### src/rtl/column_dropper.sv
// rtl/column_dropper.sv - gravity-drop game board controller (optional undo via COLUMN_DROPPER_UNDO_EN)
module column_dropper #(
    parameter int ROWS  = 6,
    parameter int COLS  = 7,
    parameter int COL_W = 3
) (
    input  logic                   clk,
    input  logic                   reset,
    input  logic                   in_valid,
    input  logic [COL_W-1:0]       in_column,
    input  logic [1:0]             state,
    input  logic                   in_undo,
    output logic                   out_ready,
    output logic                   out_done,
    output logic                   out_err,
    output logic [2:0]             out_row,
    output logic [ROWS*COLS-1:0]   out_gameboard,
    output logic [ROWS*COLS-1:0]   out_players_cells,
    output logic                   out_board_full
);

    localparam int CELLS = ROWS * COLS;
    localparam int IDX_W = (CELLS > 1) ? $clog2(CELLS) : 1;
    localparam int ROW_W = (ROWS > 1) ? $clog2(ROWS) : 1;

    typedef enum logic [1:0] {IDLE, SCAN, DONE, ERROR} fsm_t;

    fsm_t             fsm_state;
    logic [COL_W-1:0] col_q;
    logic             p2_q;
    logic [ROW_W-1:0] row_idx;
    logic [IDX_W-1:0] cell_idx;
    logic             req_legal;

    // A request is legal only for an on-board column and a real player code
    assign req_legal = (int'(in_column) < COLS) && ((state == 2'b01) || (state == 2'b10));

    // Flat board index of the cell currently being probed
    assign cell_idx = IDX_W'(int'(row_idx) * COLS + int'(col_q));

    assign out_ready      = (fsm_state == IDLE);
    assign out_board_full = &out_gameboard;

`ifdef COLUMN_DROPPER_UNDO_EN
    logic             undo_valid;
    logic [IDX_W-1:0] undo_idx;
`else
    logic unused_undo;
    assign unused_undo = in_undo;
`endif

    // Control FSM: accept, bottom-up scan, one-cycle result pulse
    always_ff @(posedge clk) begin
        if (!reset) begin
            fsm_state         <= IDLE;
            col_q             <= '0;
            p2_q              <= 1'b0;
            row_idx           <= '0;
            out_done          <= 1'b0;
            out_err           <= 1'b0;
            out_row           <= 3'd0;
            out_gameboard     <= '0;
            out_players_cells <= '0;
`ifdef COLUMN_DROPPER_UNDO_EN
            undo_valid        <= 1'b0;
            undo_idx          <= '0;
`endif
        end else begin
            out_done <= 1'b0;
            out_err  <= 1'b0;
            case (fsm_state)
                IDLE: begin
                    if (in_valid) begin
                        if (req_legal) begin
                            col_q     <= in_column;
                            p2_q      <= (state == 2'b10);
                            row_idx   <= '0;
                            fsm_state <= SCAN;
                        end else begin
                            fsm_state <= ERROR;
                        end
                    end
`ifdef COLUMN_DROPPER_UNDO_EN
                    else if (in_undo) begin
                        if (undo_valid) begin
                            out_gameboard[undo_idx]     <= 1'b0;
                            out_players_cells[undo_idx] <= 1'b0;
                            undo_valid                  <= 1'b0;
                            fsm_state                   <= DONE;
                        end else begin
                            fsm_state <= ERROR;
                        end
                    end
`endif
                end
                SCAN: begin
                    if (!out_gameboard[cell_idx]) begin
                        out_gameboard[cell_idx]     <= 1'b1;
                        out_players_cells[cell_idx] <= p2_q;
                        out_row                     <= 3'(row_idx);
`ifdef COLUMN_DROPPER_UNDO_EN
                        undo_valid                  <= 1'b1;
                        undo_idx                    <= cell_idx;
`endif
                        fsm_state                   <= DONE;
                    end else if (int'(row_idx) == ROWS - 1) begin
                        fsm_state <= ERROR;
                    end else begin
                        row_idx <= row_idx + 1'b1;
                    end
                end
                DONE: begin
                    out_done  <= 1'b1;
                    fsm_state <= IDLE;
                end
                ERROR: begin
                    out_err   <= 1'b1;
                    fsm_state <= IDLE;
                end
                default: fsm_state <= IDLE;
            endcase
        end
    end

endmodule

### config.mk
export PLATFORM = sky130hd
export DESIGN_NAME = column_dropper
export DESIGN_NICKNAME = d
export VERILOG_FILES = /design/src/rtl/column_dropper.sv
export SDC_FILE = /design/constraint.sdc
export NUM_CORES = 1
export LEC_CHECK = 0
export ABC_AREA = 1
export BUFFER_PORTS_ARGS = -buffer_cell sky130_fd_sc_hd__buf_2
export CAP_MARGIN = 10
export CORE_UTILIZATION = 40
export DETAILED_ROUTE_END_ITERATION = 10
export SYNTH_ARGS = -nofsm -noshare
export SYNTH_HDL_FRONTEND = slang
export SYNTH_SLANG_ARGS = --single-unit
### constraint.sdc
create_clock -name clk -period 4.06 [get_ports clk]
set_input_delay 0.406 -clock clk [delete_from_list [all_inputs] [get_ports clk]]
set_output_delay 0.406 -clock clk [all_outputs]
set_load 0.03 [all_outputs]
==> results by stage <==
Status:
- The run finished with clean final reports.

Routing:
- The DRC violation total after the first TritonRoute iteration is 394.
- After detailed routing, the number of vias per cell comes to 5.415.
- The pre-antenna-repair detailed-routing pass consisted of 5 iterations.
- The routed length per instance is between 15 and 20 um.
- Once detail routing completed, the nets flagged for antenna violations numbered 0.
- The routed layout has between 5k and 6k vias.
- The sum of routed wire length over all layers is between 15000 and 20000 um.
- In the routed design, unresolved DRC markers number 0.

Die:
- The height of the die is around 120 um.
- The core box area is approximately 13000 um^2.
- The row count is between 40 and 50.
- The die covers 13800 um^2.
- 100 I/O pins were placed.
- The overall die width is approximately 120 um.
- The initial utilization of the core area, before any placement, comes to 41.60%.

Yosys:
- The commonest cells after synthesis are 169 x sky130_fd_sc_hd__nand2_1, 98 x sky130_fd_sc_hd__dfxtp_1, 66 x sky130_fd_sc_hd__a21oi_1, 66 x sky130_fd_sc_hd__nand3_1, 55 x sky130_fd_sc_hd__nor2_1.
- In the synthesized netlist the async set-or-reset flop fraction comes to 0%.
- The largest total area in the synthesized netlist belongs to sky130_fd_sc_hd__dfxtp_1.
- By instance count, the leading cell after synthesis is sky130_fd_sc_hd__nand2_1.
- The cell count after synthesis came out at roughly 700.
- The post-synthesis sequential element count is 98.
- The summed instance area of the synthesized netlist is 5335 um^2.
- The netlist uses 36 different library cells.
- For this run, the register share of the synthesized area comes to a little under two fifths.
- The synthesized area per cell is about 7.5 um^2.
- For this run, the number of Yosys warnings is 0.
- Sorting the synthesized cells by area gives the leading types as sky130_fd_sc_hd__dfxtp_1 37%, sky130_fd_sc_hd__nand2_1 12%, sky130_fd_sc_hd__nand4_1 6.3%.
- The number of flops mapped to enable cells by yosys is 0.
- The top cell type's share of synthesized area is between 30% and 40%.
- The number of nets in the synthesized netlist is 736.
- The most frequently used flop master after synthesis is sky130_fd_sc_hd__dfxtp_1.

Timing:
- The number of pins with negative max-slew slack in the final report is 0.
- Timing would allow up to 263.0 MHz.
- The minimum clock period after layout is about 3.8 ns.
- At the pin with the least slew margin, the transition time is between 0.9 and 1 ns.
- Setup repair after global routing left no endpoint under its margin.
- The share of the clock period used by the worst path is 93.64%.
- The headroom to the max-slew limit is roughly 36%.
- Setup violations remaining at the end of the flow were counted as 0.
- The clock skew is 0.006898 ns.
- The number of hold violations in the final report is 0.

GRT:
- For this run, the total global-route usage over all layers was measured as between 20 and 25%.
- The via count of the first global-routing pass is roughly 4.7k.
- Entering global routing, the biggest net connects between 50 and 60 pins.
- The initial antenna violation count is 0.
- The first global-routing pass estimated between 20000 and 25000 um of wire.
- The overflow left after global routing is 0.

Clocking:
- Clock latency on the worst-skew pair, taken at its later pin, is ~0.36 ns.
- The number of hold-repair buffers added at the cts stage is 0.
- The total number of H-tree levels is 3.
- The maximum buffer depth of the clock tree is 2.
- The CTS tree is built.
- CTS saw 98 sinks.
- The CTS buffer count is 9.
- The root buffer selected by CTS is sky130_fd_sc_hd__clkbuf_16.
- The clock transition at the registers of the reported paths is ~0.07 ns.

Min path:
- The startpoint identified for the worst hold timing path is in_column[1].
- The hold-critical path depth is 3.
- In this run the worst hold path is classified as primary input to register.

Finish:
- The post-route cell area is about 6300 um^2.
- Compared with the post-synthesis result, the final layout area differs by 17.38%.
- Summing all flip-flop and latch instances after layout gives 1963 um^2.
- In the final layout, the share of cells above drive strength 1 is roughly a quarter.
- The final-stage net count is between 800 and 900.
- The final antenna diode count is 0.
- The filler-free cell count of the finished design is approximately 970.
- In the final layout, the multi-input gates occupy slightly below 3000 um^2.
- The fill cell instance count of the final layout is around 1.3k.

Setup path:
- For the worst setup path, the data required time is 4.27 ns.
- The number of buffers and inverters on the critical path is 5.
- The beginning of the worst register-to-register path is row_idx[0]$_SDFFE_PN0P_.
- By instance count, the cell type seen most on the critical path is sky130_fd_sc_hd__nand2_1.
- The critical path is of the register to register type.
- Data arrives at the worst endpoint at 4.02 ns.
- The worst reg-to-reg path cell count is 18.
- Of all nets on the critical path, the largest fanout is 34.
- The critical path crosses 18 cells after its start point.
- The highest cell delay on the worst timing path is 0.67 ns.
- The kind of end point of the critical path is a register.
- On the critical path the largest part of the delay comes from adder cells.
- The worst setup path is launched from a register.
- Walking the worst path, the cells encountered are fa_1 -> inv_1 -> fa_1 -> inv_1 -> fa_2 -> inv_2 -> nor2_4 -> nand3_1 -> nand4_1 -> nand2_1 -> nand2_1 -> nand2_1 -> nand3_4 -> buf_12 -> buf_12 -> nand3_1 -> nand2_1 -> a21oi_1.
- The start point of the critical path is row_idx[0]$_SDFFE_PN0P_.
- The slowest stage of the critical path belongs to the cell sky130_fd_sc_hd__fa_2.

Place:
- The congestion estimate from routability-driven global placement came to between 0.8 and 0.9.
- The half-perimeter wire length after placement is 10540 um.
- In this run, placement finished with an instance count of ~950.
- The instance area at placement is around 5900 um^2.
- The number of buffers added on ports is approximately 100.

Pwr:
- The areal power density over the cells is between 900 and 1000 nW/um^2.
- The analysis attributes to cell leakage a power of between 0.002 and 0.0025 uW.
- The worst voltage drop across the vdd grid is between 0.6 and 0.7 mV.

Run:
- The max-cap violation count is 0.
-- power breakdown --
group | switching, uW | internal, uW
Clock | 354 | 427
Combinational | 2530 | 1280
Sequential | 72.8 | 1010
-- cells by family (layout without fill, tap and decap cells) --
family | after synthesis | count (layout) | share of synthesized area (%)
flip-flops | 98 | 98 | 36.77
buffers and inverters | 98 | 180 | 8.794
AND/OR/NAND/NOR | 361 | 361 | 30.63
AO/OA/AOI/OAI | 135 | 135 | 18.71
XOR/XNOR | 3 | 3 | 0.7739
adder cells (fa/ha/maj) | 16 | 16 | 4.315
-- registers in the layout, summed over array words and instances, names as in the netlist --
signal and count:
out_err 1, row_idx 3, out_row 3, out_players_cells 42, col_q 3, fsm_state 2, p2_q 1, out_done 1
out_gameboard 42
-- final timing paths --
check,end,slack (ns)
setup / recovery,out_players_cells[11]$_SDFFE_PN0P_,0.26
hold / removal,col_q[1]$_SDFFE_PN0P_,0.32
setup reg to reg,out_players_cells[11]$_SDFFE_PN0P_,0.26
hold reg to reg,out_players_cells[24]$_SDFFE_PN0P_,0.46
-- through the flow --
stage | setup slack (ns) | hold WS, ns | total power, uW | util (%) | TNS, ns
6_report | 0.2584 | 0.3195 | 5676 | 48.83 | 0
5_1_grt | 0.06416 | 0.3177 | 6054 | 48.83 | 0
4_1_cts | 0.01204 | 0.3151 | 5406 | 48.41 | 0
3_5_place_dp | -0.01392 | 0.4507 | 4600 | 46.39 | -0.01615
3_3_place_gp | 0.09138 | 0.4463 | 4570 | 46.39 | 0
2_1_floorplan | 0.5964 | 0.4513 | 3922 | - | 0
-- routing by layer --
metal,GRT usage [%],part of all wire (%),up-vias
li1,-,-,2591
met1,30.25,47,2458
met2,33.95,45,151
met3,5.329,5.9,25
met4,7.131,1.9,0
met5,0,0,-
-- tightest hold or removal path, cell delays in order --
cell                      delay, ns
sky130_fd_sc_hd__buf_2         0.08
sky130_fd_sc_hd__inv_1         0.05
sky130_fd_sc_hd__a21oi_1       0.11
-- area by class of cell --
cell class                      count  share of cell area (%)
Multi-Input combinational cell    515                   46.87
Sequential cell                    98                   31.35
Timing Repair Buffer              117                   11.31
Clock buffer                       14                   4.056
Tap cell                          172                   3.437
Inverter                           49                   2.977
-- cell usage in the layout (no fill, tap or decap) --
| cell type | count |
|---|---|
| sky130_fd_sc_hd__nand2_8 | 1 |
| sky130_fd_sc_hd__inv_2 | 3 |
| sky130_fd_sc_hd__buf_12 | 6 |
| sky130_fd_sc_hd__o31ai_1 | 1 |
| sky130_fd_sc_hd__fa_2 | 1 |
| sky130_fd_sc_hd__nor2_4 | 3 |
| sky130_fd_sc_hd__inv_1 | 43 |
| sky130_fd_sc_hd__clkinv_1 | 1 |
| sky130_fd_sc_hd__nand3_2 | 3 |
| sky130_fd_sc_hd__nand3_4 | 1 |
| sky130_fd_sc_hd__o22ai_1 | 1 |
| sky130_fd_sc_hd__nand2_1 | 169 |
| sky130_fd_sc_hd__a211oi_2 | 1 |
| sky130_fd_sc_hd__nand3_1 | 66 |
| sky130_fd_sc_hd__buf_4 | 13 |
| sky130_fd_sc_hd__fa_1 | 3 |
| sky130_fd_sc_hd__a21oi_2 | 29 |
| sky130_fd_sc_hd__dfxtp_2 | 1 |
| sky130_fd_sc_hd__dfxtp_1 | 97 |
| sky130_fd_sc_hd__xor2_2 | 2 |
| sky130_fd_sc_hd__a21oi_1 | 66 |
| sky130_fd_sc_hd__nor3_1 | 5 |
| sky130_fd_sc_hd__nand2_2 | 2 |
| sky130_fd_sc_hd__xnor2_1 | 1 |
| sky130_fd_sc_hd__nor2_2 | 1 |
| sky130_fd_sc_hd__ha_1 | 12 |
| sky130_fd_sc_hd__nand4_1 | 54 |
| sky130_fd_sc_hd__buf_2 | 98 |
| sky130_fd_sc_hd__clkinv_2 | 2 |
| sky130_fd_sc_hd__o21ai_1 | 3 |
| sky130_fd_sc_hd__clkbuf_8 | 1 |
| sky130_fd_sc_hd__o211ai_2 | 26 |
| sky130_fd_sc_hd__nor4_1 | 2 |
| sky130_fd_sc_hd__nor2_1 | 54 |
| sky130_fd_sc_hd__o21ai_0 | 5 |
| sky130_fd_sc_hd__clkbuf_1 | 4 |
| sky130_fd_sc_hd__clkbuf_16 | 9 |
| sky130_fd_sc_hd__o211ai_1 | 3 |
-- timing repair --
item / 4_1_cts / 5_1_grt
pin swaps: 0 / 1
buffers inserted: 0 / 4
endpoints found under the setup margin: 16 / 42
hold endpoints to repair: 0 / 0
resized for setup: 1 / 2
Note: power is estimated with default switching activity, not from simulation.
